[config.mk]
export PLATFORM = sky130hd
export DESIGN_NAME = mem_access_unit_flat
export DESIGN_NICKNAME = d
export VERILOG_FILES = /design/src/rtl/mem_access_unit_if.sv /design/src/rtl/mem_access_unit.sv /design/src/flat_wrapper.sv
export SDC_FILE = /design/constraint.sdc
export NUM_CORES = 1
export LEC_CHECK = 0
export CAP_MARGIN = 20
export CORE_ASPECT_RATIO = 0.7
export CORE_UTILIZATION = 47
export CTS_BUF_LIST = sky130_fd_sc_hd__clkbuf_2 sky130_fd_sc_hd__clkbuf_4 sky130_fd_sc_hd__clkbuf_8
export CTS_CLUSTER_DIAMETER = 40
export DETAILED_ROUTE_END_ITERATION = 10
export HOLD_SLACK_MARGIN = 0.05
export PLACE_DENSITY = 0.79
export SLEW_MARGIN = 30
export SYNTH_ARGS = -nofsm -noshare
export SYNTH_HDL_FRONTEND = slang
export SYNTH_SLANG_ARGS = --single-unit
export TNS_END_PERCENT = 5
[constraint.sdc]
create_clock -name clk -period 2 [get_ports clk]
set_clock_uncertainty 0.05 [all_clocks]
set_input_delay 0.2 -clock clk [delete_from_list [all_inputs] [get_ports clk]]
set_output_delay 0.2 -clock clk [all_outputs]
set_load 0.01 [all_outputs]
[src/rtl/mem_access_unit_if.sv]
// Handshake bundle between the memory stage, the pipeline and the data bus.
// master = environment (pipeline + bus), slave = mem_access_unit.
interface mem_access_unit_if #(
    parameter int ADDR_W = 32,
    parameter int DATA_W = 32
);
    logic              in_valid;
    logic              in_ready;
    logic              in_write;
    logic              in_sig;
    logic [1:0]        in_msize;
    logic [1:0]        in_lr;
    logic [ADDR_W-1:0] in_addr;
    logic [DATA_W-1:0] in_data;
    logic              out_valid;
    logic              out_ready;
    logic [DATA_W-1:0] out_rdata;
    logic              out_exc;
    logic              dreq_valid;
    logic [ADDR_W-1:0] dreq_addr;
    logic [1:0]        dreq_size;
    logic [3:0]        dreq_strobe;
    logic [DATA_W-1:0] dreq_data;
    logic              dresp_addr_ok;
    logic              dresp_data_ok;
    logic [DATA_W-1:0] dresp_data;

    modport master (
        output in_valid, in_write, in_sig, in_msize, in_lr,
        output in_addr, in_data, out_ready,
        output dresp_addr_ok, dresp_data_ok, dresp_data,
        input  in_ready, out_valid, out_rdata, out_exc,
        input  dreq_valid, dreq_addr, dreq_size,
        input  dreq_strobe, dreq_data
    );

    modport slave (
        input  in_valid, in_write, in_sig, in_msize, in_lr,
        input  in_addr, in_data, out_ready,
        input  dresp_addr_ok, dresp_data_ok, dresp_data,
        output in_ready, out_valid, out_rdata, out_exc,
        output dreq_valid, dreq_addr, dreq_size,
        output dreq_strobe, dreq_data
    );
endinterface

[src/rtl/mem_access_unit.sv]
// Memory stage: one request -> one dbus transaction -> extracted/merged result.
// Optional MEM_ALIGN_CHECK_EN: misaligned half/word raise out_exc, no bus access.
module mem_access_unit #(
    parameter int ADDR_W = 32,
    parameter int DATA_W = 32
) (
    input  logic               clk,
    input  logic               resetn,
    mem_access_unit_if.slave   bus
);
    typedef enum logic [1:0] {IDLE, REQ, WAIT, DONE} state_t;

    state_t            r_state;
    logic              r_in_ready;
    logic              r_out_valid;
    logic [DATA_W-1:0] r_out_rdata;
    logic              r_out_exc;
    logic              r_dreq_valid;
    logic [ADDR_W-1:0] r_dreq_addr;
    logic [1:0]        r_dreq_size;
    logic [3:0]        r_dreq_strobe;
    logic [DATA_W-1:0] r_dreq_data;
    logic              r_write;
    logic              r_sig;
    logic [1:0]        r_msize;
    logic [1:0]        r_lr;
    logic [1:0]        r_a;
    logic [DATA_W-1:0] r_rt;

    logic [1:0]        w_a;
    logic              w_part;
    logic [4:0]        w_sh;
    logic [4:0]        w_shl;
    logic [ADDR_W-1:0] w_req_addr;
    logic [1:0]        w_req_size;
    logic [3:0]        w_strobe;
    logic [DATA_W-1:0] w_wdata;
    logic              w_misalign;
    logic [4:0]        w_rsh;
    logic [4:0]        w_rshl;
    logic [DATA_W-1:0] w_d;
    logic [DATA_W-1:0] w_rdata;

    assign w_a    = bus.in_addr[1:0];
    assign w_part = bus.in_lr != 2'b00;
    // 3 - a equals ~a for a 2-bit offset
    assign w_sh   = {w_a, 3'b000};
    assign w_shl  = {~w_a, 3'b000};
    assign w_rsh  = {r_a, 3'b000};
    assign w_rshl = {~r_a, 3'b000};

    always_comb begin
        w_req_addr = w_part ? {bus.in_addr[ADDR_W-1:2], 2'b00} : bus.in_addr;
        w_req_size = w_part ? 2'd2 : bus.in_msize;
        w_strobe   = 4'b0000;
        w_wdata    = '0;
        if (bus.in_write) begin
            if (bus.in_lr[0]) begin
                w_strobe = 4'b1111 >> ~w_a;
                w_wdata  = bus.in_data >> w_shl;
            end else if (bus.in_lr[1]) begin
                w_strobe = 4'b1111 << w_a;
                w_wdata  = bus.in_data << w_sh;
            end else if (bus.in_msize == 2'd0) begin
                w_strobe = 4'b0001 << w_a;
                w_wdata  = {4{bus.in_data[7:0]}};
            end else if (bus.in_msize == 2'd1) begin
                w_strobe = 4'b0011 << {w_a[1], 1'b0};
                w_wdata  = {2{bus.in_data[15:0]}};
            end else begin
                w_strobe = 4'b1111;
                w_wdata  = bus.in_data;
            end
        end
    end

`ifdef MEM_ALIGN_CHECK_EN
    assign w_misalign = !w_part &&
        ((bus.in_msize == 2'd1 && w_a[0]) ||
         (bus.in_msize == 2'd2 && w_a != 2'b00));
`else
    assign w_misalign = 1'b0;
`endif

    always_comb begin
        w_d     = bus.dresp_data >> w_rsh;
        w_rdata = '0;
        if (!r_write) begin
            if (r_lr[0])
                w_rdata = (bus.dresp_data << w_rshl) |
                          (r_rt & (32'h00FF_FFFF >> w_rsh));
            else if (r_lr[1])
                w_rdata = w_d | (r_rt & ~(32'hFFFF_FFFF >> w_rsh));
            else if (r_msize == 2'd0)
                w_rdata = {{24{r_sig & w_d[7]}}, w_d[7:0]};
            else if (r_msize == 2'd1)
                w_rdata = {{16{r_sig & w_d[15]}}, w_d[15:0]};
            else
                w_rdata = bus.dresp_data;
        end
    end

    always_ff @(posedge clk or negedge resetn) begin
        if (!resetn) begin
            r_state       <= IDLE;
            r_in_ready    <= 1'b1;
            r_out_valid   <= 1'b0;
            r_out_rdata   <= '0;
            r_out_exc     <= 1'b0;
            r_dreq_valid  <= 1'b0;
            r_dreq_addr   <= '0;
            r_dreq_size   <= 2'd0;
            r_dreq_strobe <= 4'b0000;
            r_dreq_data   <= '0;
            r_write       <= 1'b0;
            r_sig         <= 1'b0;
            r_msize       <= 2'd0;
            r_lr          <= 2'd0;
            r_a           <= 2'd0;
            r_rt          <= '0;
        end else begin
            case (r_state)
                IDLE: if (bus.in_valid) begin
                    r_write    <= bus.in_write;
                    r_sig      <= bus.in_sig;
                    r_msize    <= bus.in_msize;
                    r_lr       <= bus.in_lr;
                    r_a        <= w_a;
                    r_rt       <= bus.in_data;
                    r_in_ready <= 1'b0;
                    if (w_misalign) begin
                        r_out_valid <= 1'b1;
                        r_out_exc   <= 1'b1;
                        r_out_rdata <= '0;
                        r_state     <= DONE;
                    end else begin
                        r_dreq_valid  <= 1'b1;
                        r_dreq_addr   <= w_req_addr;
                        r_dreq_size   <= w_req_size;
                        r_dreq_strobe <= w_strobe;
                        r_dreq_data   <= w_wdata;
                        r_state       <= REQ;
                    end
                end
                REQ: if (bus.dresp_addr_ok) begin
                    r_dreq_valid <= 1'b0;
                    if (bus.dresp_data_ok) begin
                        r_out_rdata <= w_rdata;
                        r_out_valid <= 1'b1;
                        r_state     <= DONE;
                    end else begin
                        r_state <= WAIT;
                    end
                end
                WAIT: if (bus.dresp_data_ok) begin
                    r_out_rdata <= w_rdata;
                    r_out_valid <= 1'b1;
                    r_state     <= DONE;
                end
                DONE: if (bus.out_ready) begin
                    r_out_valid <= 1'b0;
                    r_out_exc   <= 1'b0;
                    r_in_ready  <= 1'b1;
                    r_state     <= IDLE;
                end
                default: r_state <= IDLE;
            endcase
        end
    end

    assign bus.in_ready    = r_in_ready;
    assign bus.out_valid   = r_out_valid;
    assign bus.out_rdata   = r_out_rdata;
    assign bus.out_exc     = r_out_exc;
    assign bus.dreq_valid  = r_dreq_valid;
    assign bus.dreq_addr   = r_dreq_addr;
    assign bus.dreq_size   = r_dreq_size;
    assign bus.dreq_strobe = r_dreq_strobe;
    assign bus.dreq_data   = r_dreq_data;
endmodule

[src/flat_wrapper.sv]
// flat-port wrapper written by rule: the top's interface ports become plain ports
module mem_access_unit_flat 
#(
    parameter int ADDR_W = 32,
    parameter int DATA_W = 32
)
  (clk, resetn, bus_in_valid, bus_in_write, bus_in_sig, bus_in_msize, bus_in_lr, bus_in_addr, bus_in_data, bus_out_ready, bus_dresp_addr_ok, bus_dresp_data_ok, bus_dresp_data, bus_in_ready, bus_out_valid, bus_out_rdata, bus_out_exc, bus_dreq_valid, bus_dreq_addr, bus_dreq_size, bus_dreq_strobe, bus_dreq_data);
  mem_access_unit_if #(.ADDR_W(ADDR_W), .DATA_W(DATA_W)) bus_i ();
  input  logic clk;
  input  logic resetn;
  input wire logic [$bits(bus_i.in_valid)-1:0] bus_in_valid;
  input wire logic [$bits(bus_i.in_write)-1:0] bus_in_write;
  input wire logic [$bits(bus_i.in_sig)-1:0] bus_in_sig;
  input wire logic [$bits(bus_i.in_msize)-1:0] bus_in_msize;
  input wire logic [$bits(bus_i.in_lr)-1:0] bus_in_lr;
  input wire logic [$bits(bus_i.in_addr)-1:0] bus_in_addr;
  input wire logic [$bits(bus_i.in_data)-1:0] bus_in_data;
  input wire logic [$bits(bus_i.out_ready)-1:0] bus_out_ready;
  input wire logic [$bits(bus_i.dresp_addr_ok)-1:0] bus_dresp_addr_ok;
  input wire logic [$bits(bus_i.dresp_data_ok)-1:0] bus_dresp_data_ok;
  input wire logic [$bits(bus_i.dresp_data)-1:0] bus_dresp_data;
  output wire logic [$bits(bus_i.in_ready)-1:0] bus_in_ready;
  output wire logic [$bits(bus_i.out_valid)-1:0] bus_out_valid;
  output wire logic [$bits(bus_i.out_rdata)-1:0] bus_out_rdata;
  output wire logic [$bits(bus_i.out_exc)-1:0] bus_out_exc;
  output wire logic [$bits(bus_i.dreq_valid)-1:0] bus_dreq_valid;
  output wire logic [$bits(bus_i.dreq_addr)-1:0] bus_dreq_addr;
  output wire logic [$bits(bus_i.dreq_size)-1:0] bus_dreq_size;
  output wire logic [$bits(bus_i.dreq_strobe)-1:0] bus_dreq_strobe;
  output wire logic [$bits(bus_i.dreq_data)-1:0] bus_dreq_data;
  assign bus_i.in_valid = bus_in_valid;
  assign bus_i.in_write = bus_in_write;
  assign bus_i.in_sig = bus_in_sig;
  assign bus_i.in_msize = bus_in_msize;
  assign bus_i.in_lr = bus_in_lr;
  assign bus_i.in_addr = bus_in_addr;
  assign bus_i.in_data = bus_in_data;
  assign bus_i.out_ready = bus_out_ready;
  assign bus_i.dresp_addr_ok = bus_dresp_addr_ok;
  assign bus_i.dresp_data_ok = bus_dresp_data_ok;
  assign bus_i.dresp_data = bus_dresp_data;
  assign bus_in_ready = bus_i.in_ready;
  assign bus_out_valid = bus_i.out_valid;
  assign bus_out_rdata = bus_i.out_rdata;
  assign bus_out_exc = bus_i.out_exc;
  assign bus_dreq_valid = bus_i.dreq_valid;
  assign bus_dreq_addr = bus_i.dreq_addr;
  assign bus_dreq_size = bus_i.dreq_size;
  assign bus_dreq_strobe = bus_i.dreq_strobe;
  assign bus_dreq_data = bus_i.dreq_data;
  mem_access_unit #(.ADDR_W(ADDR_W), .DATA_W(DATA_W)) u_core (.clk(clk), .resetn(resetn), .bus(bus_i));
endmodule
==> qor_table.md <==
| Item | This run |
|---|---|
| Result of the run | finished, violations left |
| Violations in the final reports | negative setup slack |
| Combinational group share of total power | 52.6% |
| Worst Tran Pin Value | 784 ps |
| Total number of nets in the final design | 1209 |
| Total GRT Usage | 33.3% |
| Clock transition at the registers of the reported paths | 90 ps |
| Endpoint required time on the critical path | 2280 ps |
| Cell types occupying the most area after synthesis | sky130_fd_sc_hd__dfrtp_1 42%, sky130_fd_sc_hd__mux2_2 11%, sky130_fd_sc_hd__mux2i_1 6.1%, sky130_fd_sc_hd__mux4_2 6.0%, sky130_fd_sc_hd__o21ai_0 3.7% |
| Number of antenna violations at the first check in global routing | 1 |
| Count of placed standard cells in the final layout, fillers left out | 1347 |
| Critical Path Fanout Max | 8 |
| CP Capture Type | flop |
| Type of the setup path with the least slack | flop to flop |
| Number of unique standard cell types used by synthesis | 53 |
| Avg WL per Cell | 23.0 um |
| Synthesized netlist net count | 934 |
| Starting density of the core | 47.9% |
| CTS sink count | 147 |
| Power spent charging and discharging nets | 0.00666 W |
| Post-layout util | 68.9% |
| Post-Syn Area per Cell | 10.5 um2 |
| Share of total power consumed by net switching | 38.2% |
| Number of DRC violations after detailed routing | 0 |
| Most area-hungry cell type in the Yosys netlist | sky130_fd_sc_hd__dfrtp_1 |
| Number of global-route vias before repair | 8490 |
| Unrepaired setup endpoints after global routing | yes |
| Top FF cell, synth | sky130_fd_sc_hd__dfrtp_1 |
| Buffer levels on the longest clock path | 2 |
| Detailed-router iteration count before antenna repair | 6 |
| Pins over their slew limit | 0 |
| Power share of the sequential group | 31.3% |
| PortBufs | 212 |
| Area of the mapped netlist | 0.00863 mm2 |
| Die width | 164 um |
| Worst min-delay path category | input port to asynchronous set/reset pin |
| Setup violation total in the final timing report | 9 |
| Placed insts | 1311 |
| Pint | 0.0108 W |
| Fill count | 1311 |
| Power density over cell area | 1410 mW/mm2 |
| WHS | 236 ps |
| Die Ht | 115 um |
| Post-detail-place hpwl | 22800 um |
| Total number of yosys warnings | 0 |
| Top routing layer in use | met4 |
| Clock latency at the later pin of the worst-skew pair | 470 ps |
| # Max-Cap Violations | 0 |
| Die ar. | 0.0189 mm2 |
| # rows | 41 |
| Final worst-path setup slack | -51.0 ps |
| Vias per inst | 6.35 |
| Met1 routed wirelength after detailed routing | 12600 um |
| Final critical delay including setup and external delays | 2050 ps |
| Num CTS Buffers | 17 |
| Relative max-transition margin | 47.6% |
| Area of the placeable core | 0.0180 mm2 |
| Overall power consumption | 0.0174 W |
| Share of synthesized registers carrying an async set or reset | 100% |
| Data arrival time of the worst path | 2330 ps |
| Number of enable-type register cells in the synthesized netlist | 0 |
| Instance count of the mapped netlist | 821 |
| Static leakage | 5.25 nW |
| Number of I/O pins | 214 |
| Final Routed Wirelength | 31000 um |
| Routed met2 length | 13400 um |
| Summed negative setup slack over all endpoints | -281 ps |
| Proportion of synthesized chip area in sequential cells | 42.7% |
| Maximum operating frequency | 488 MHz |
| Number of routed nets with antenna violations | 0 |
| Setup crit start kind | flop |
| Detailed route wirelength on metal3 | 4200 um |
| Fraction of final layout cells with drive strength greater than 1 | 25.5% |
| Number of register bits inferred by synthesis | 147 |
| Detailed-route via count | 8557 |
| Weighted congestion reported at the end of routability-driven placement | 0.978 |
| Largest net degree at the start of global routing | 60 |
| Proportion of netlist area held by the largest area contributor | 42.3% |
| Maximum vdd drop | 953 uV |
| H-tree Lvls | 4 |
| Clock Power Share | 16.1% |
| Leftover overflow at the end of global routing | 0 |
| CTS tree | built |
| Global-route wire length before repair | 47200 um |
| DRC marker count from the first detailed-route iteration | 998 |
| Share of the clock period used by the worst path | 103% |
| Final Hold Vio Count | 0 |
| Buffer type at the clock tree root | sky130_fd_sc_hd__clkbuf_8 |
| Area growth from synthesis to final layout | 43.7% |
==> cell families (layout without fill, tap and decap cells) <==
| kind of cell | after synthesis | count (layout) | share of synthesized area (%) |
|---|---|---|---|
| muxes | 161 | 161 | 23.3 |
| adders and majority gates | 5 | 5 | 0.725 |
| and+or+nand+nor | 170 | 170 | 8.77 |
| DFF | 147 | 147 | 42.7 |
| AOI/OAI and AO/OA | 255 | 255 | 20.6 |
| other | 1 | 3 | 0.0435 |
| buffers and inverters | 82 | 370 | 3.96 |
==> path summary, 6_finish.rpt <==
path | cells after the start | end | from | slack (ps)
worst min register to register | 2 | u_core.bus.dreq_data[31] | u_core.bus.dreq_data[31] | 440
min in group clk | 3 | u_core.bus.dreq_addr[0] | bus_in_addr[0] | 250
max in group asynchronous | 3 | u_core.bus.in_ready | resetn | 1020
worst min-delay path | 2 | u_core.bus.out_rdata[15] | resetn | 240
worst max register to register | 5 | u_core.bus.out_rdata[25] | u_core.r_a[0] | -50
worst max-delay path | 5 | u_core.bus.out_rdata[25] | u_core.r_a[0] | -50
==> per-stage QoR <==
step	setup WS (ps)	instance area, um2
finish	-51.0	12400
global route	-105	12400
CTS	-17.1	12300
detailed placement	-279	11800
global placement	-231	11800
floorplan	-11.5	8630
==> power by group through the flow <==
stage	registers [W]	logic [W]	clock network, W
after floorplan	0.00547	0.00448	0
after global placement	0.00542	0.00849	0
after detailed placement	0.00546	0.00867	0
after CTS	0.00542	0.00888	0.00282
after global routing	0.00557	0.00978	0.00296
final	0.00546	0.00917	0.00281
==> timing repair <==
item | 4_1_cts | 5_1_grt
pin swaps | 1 | 3
setup buffers | 0 | 1
resized for setup | 11 | 17
hold buffers | 1 | 0
setup endpoints to repair | 21 | 32
endpoints found under the hold margin | 55 | 0
==> metal layers <==
metal / global-route usage (%) / vias to the layer above
li1: - / 3667
met1: 45.1 / 4171
met2: 49.0 / 631
met3: 12.6 / 88
met4: 11.8 / 0
met5: 0 / -
==> Yosys cell counts, types with 2 or more instances <==
library cell                instances
sky130_fd_sc_hd__clkbuf_1          42
sky130_fd_sc_hd__o221ai_1           2
sky130_fd_sc_hd__nor3_1             5
sky130_fd_sc_hd__buf_2             12
sky130_fd_sc_hd__o22ai_1            8
sky130_fd_sc_hd__a32o_1            14
sky130_fd_sc_hd__mux2i_1           53
sky130_fd_sc_hd__a22oi_1           40
sky130_fd_sc_hd__o31ai_1           20
sky130_fd_sc_hd__ha_1               5
sky130_fd_sc_hd__a22o_1            12
sky130_fd_sc_hd__o22a_1             6
sky130_fd_sc_hd__buf_6              2
sky130_fd_sc_hd__nand2_1           82
sky130_fd_sc_hd__o2bb2ai_1          7
sky130_fd_sc_hd__o41ai_1            8
sky130_fd_sc_hd__a21oi_1           31
sky130_fd_sc_hd__dfrtp_1          146
sky130_fd_sc_hd__o21ai_0           63
sky130_fd_sc_hd__mux2_2            84
sky130_fd_sc_hd__a21o_1             3
sky130_fd_sc_hd__nand2b_1           5
sky130_fd_sc_hd__o21ai_1            2
sky130_fd_sc_hd__mux4_2            23
sky130_fd_sc_hd__a31oi_1            2
sky130_fd_sc_hd__a221oi_1          10
sky130_fd_sc_hd__nor2_1            39
sky130_fd_sc_hd__a211oi_1          18
sky130_fd_sc_hd__inv_1             12
sky130_fd_sc_hd__nor4bb_1           2
sky130_fd_sc_hd__or2_2              2
sky130_fd_sc_hd__o21a_1             2
sky130_fd_sc_hd__nand3_1            7
sky130_fd_sc_hd__and3_1             7
sky130_fd_sc_hd__buf_1             12
sky130_fd_sc_hd__nor2b_1           16
==> flip-flops by register name, summed over array words and instances, names as in the netlist <==
register,count
u_core.bus.dreq_addr,32
u_core.bus.dreq_data,32
u_core.bus.dreq_size,2
u_core.bus.dreq_strobe,4
u_core.bus.dreq_valid,1
u_core.bus.in_ready,1
u_core.bus.out_rdata,32
u_core.bus.out_valid,1
u_core.r_a,2
u_core.r_lr,2
u_core.r_msize,2
u_core.r_rt,32
u_core.r_sig,1
u_core.r_state,2
u_core.r_write,1
==> critical path, stage by stage, from the launching register on <==
cell and delay [ps]:
sky130_fd_sc_hd__dfrtp_2 450, sky130_fd_sc_hd__mux2_2 370, sky130_fd_sc_hd__mux4_2 550, sky130_fd_sc_hd__buf_12 190, sky130_fd_sc_hd__a221oi_2 220, sky130_fd_sc_hd__o31ai_1 90
==> layout by cell type (no fill, tap or decap), types with 14 or more instances in the layout <==
cell                                n
sky130_fd_sc_hd__mux2i_1           52
sky130_fd_sc_hd__nor2_1            39
sky130_fd_sc_hd__clkdlybuf4s50_1  210
sky130_fd_sc_hd__a211oi_1          17
sky130_fd_sc_hd__nand2_1           81
sky130_fd_sc_hd__dfrtp_1          144
sky130_fd_sc_hd__a32o_1            14
sky130_fd_sc_hd__clkbuf_8          19
sky130_fd_sc_hd__buf_4             98
sky130_fd_sc_hd__mux4_2            23
sky130_fd_sc_hd__o31ai_1           20
sky130_fd_sc_hd__o21ai_0           57
sky130_fd_sc_hd__a22oi_1           40
sky130_fd_sc_hd__nor2b_1           16
sky130_fd_sc_hd__a21oi_1           31
sky130_fd_sc_hd__mux2_2            84
==> area by class of cell <==
| type | count | area, um2 | share of cell area, % |
|---|---|---|---|
| Multi-Input combinational cell | 592 | 4760 | 38.4 |
| Clock buffer | 20 | 269 | 2.17 |
| Timing Repair Buffer | 325 | 3140 | 25.3 |
| Inverter | 13 | 48.8 | 0.394 |
| Tap cell | 236 | 295 | 2.38 |
| Sequential cell | 147 | 3680 | 29.7 |
| Clock inverter | 12 | 204 | 1.64 |
| Antenna cell | 2 | 5.00 | 0.0404 |
Note: power is estimated with default switching activity, not from simulation.
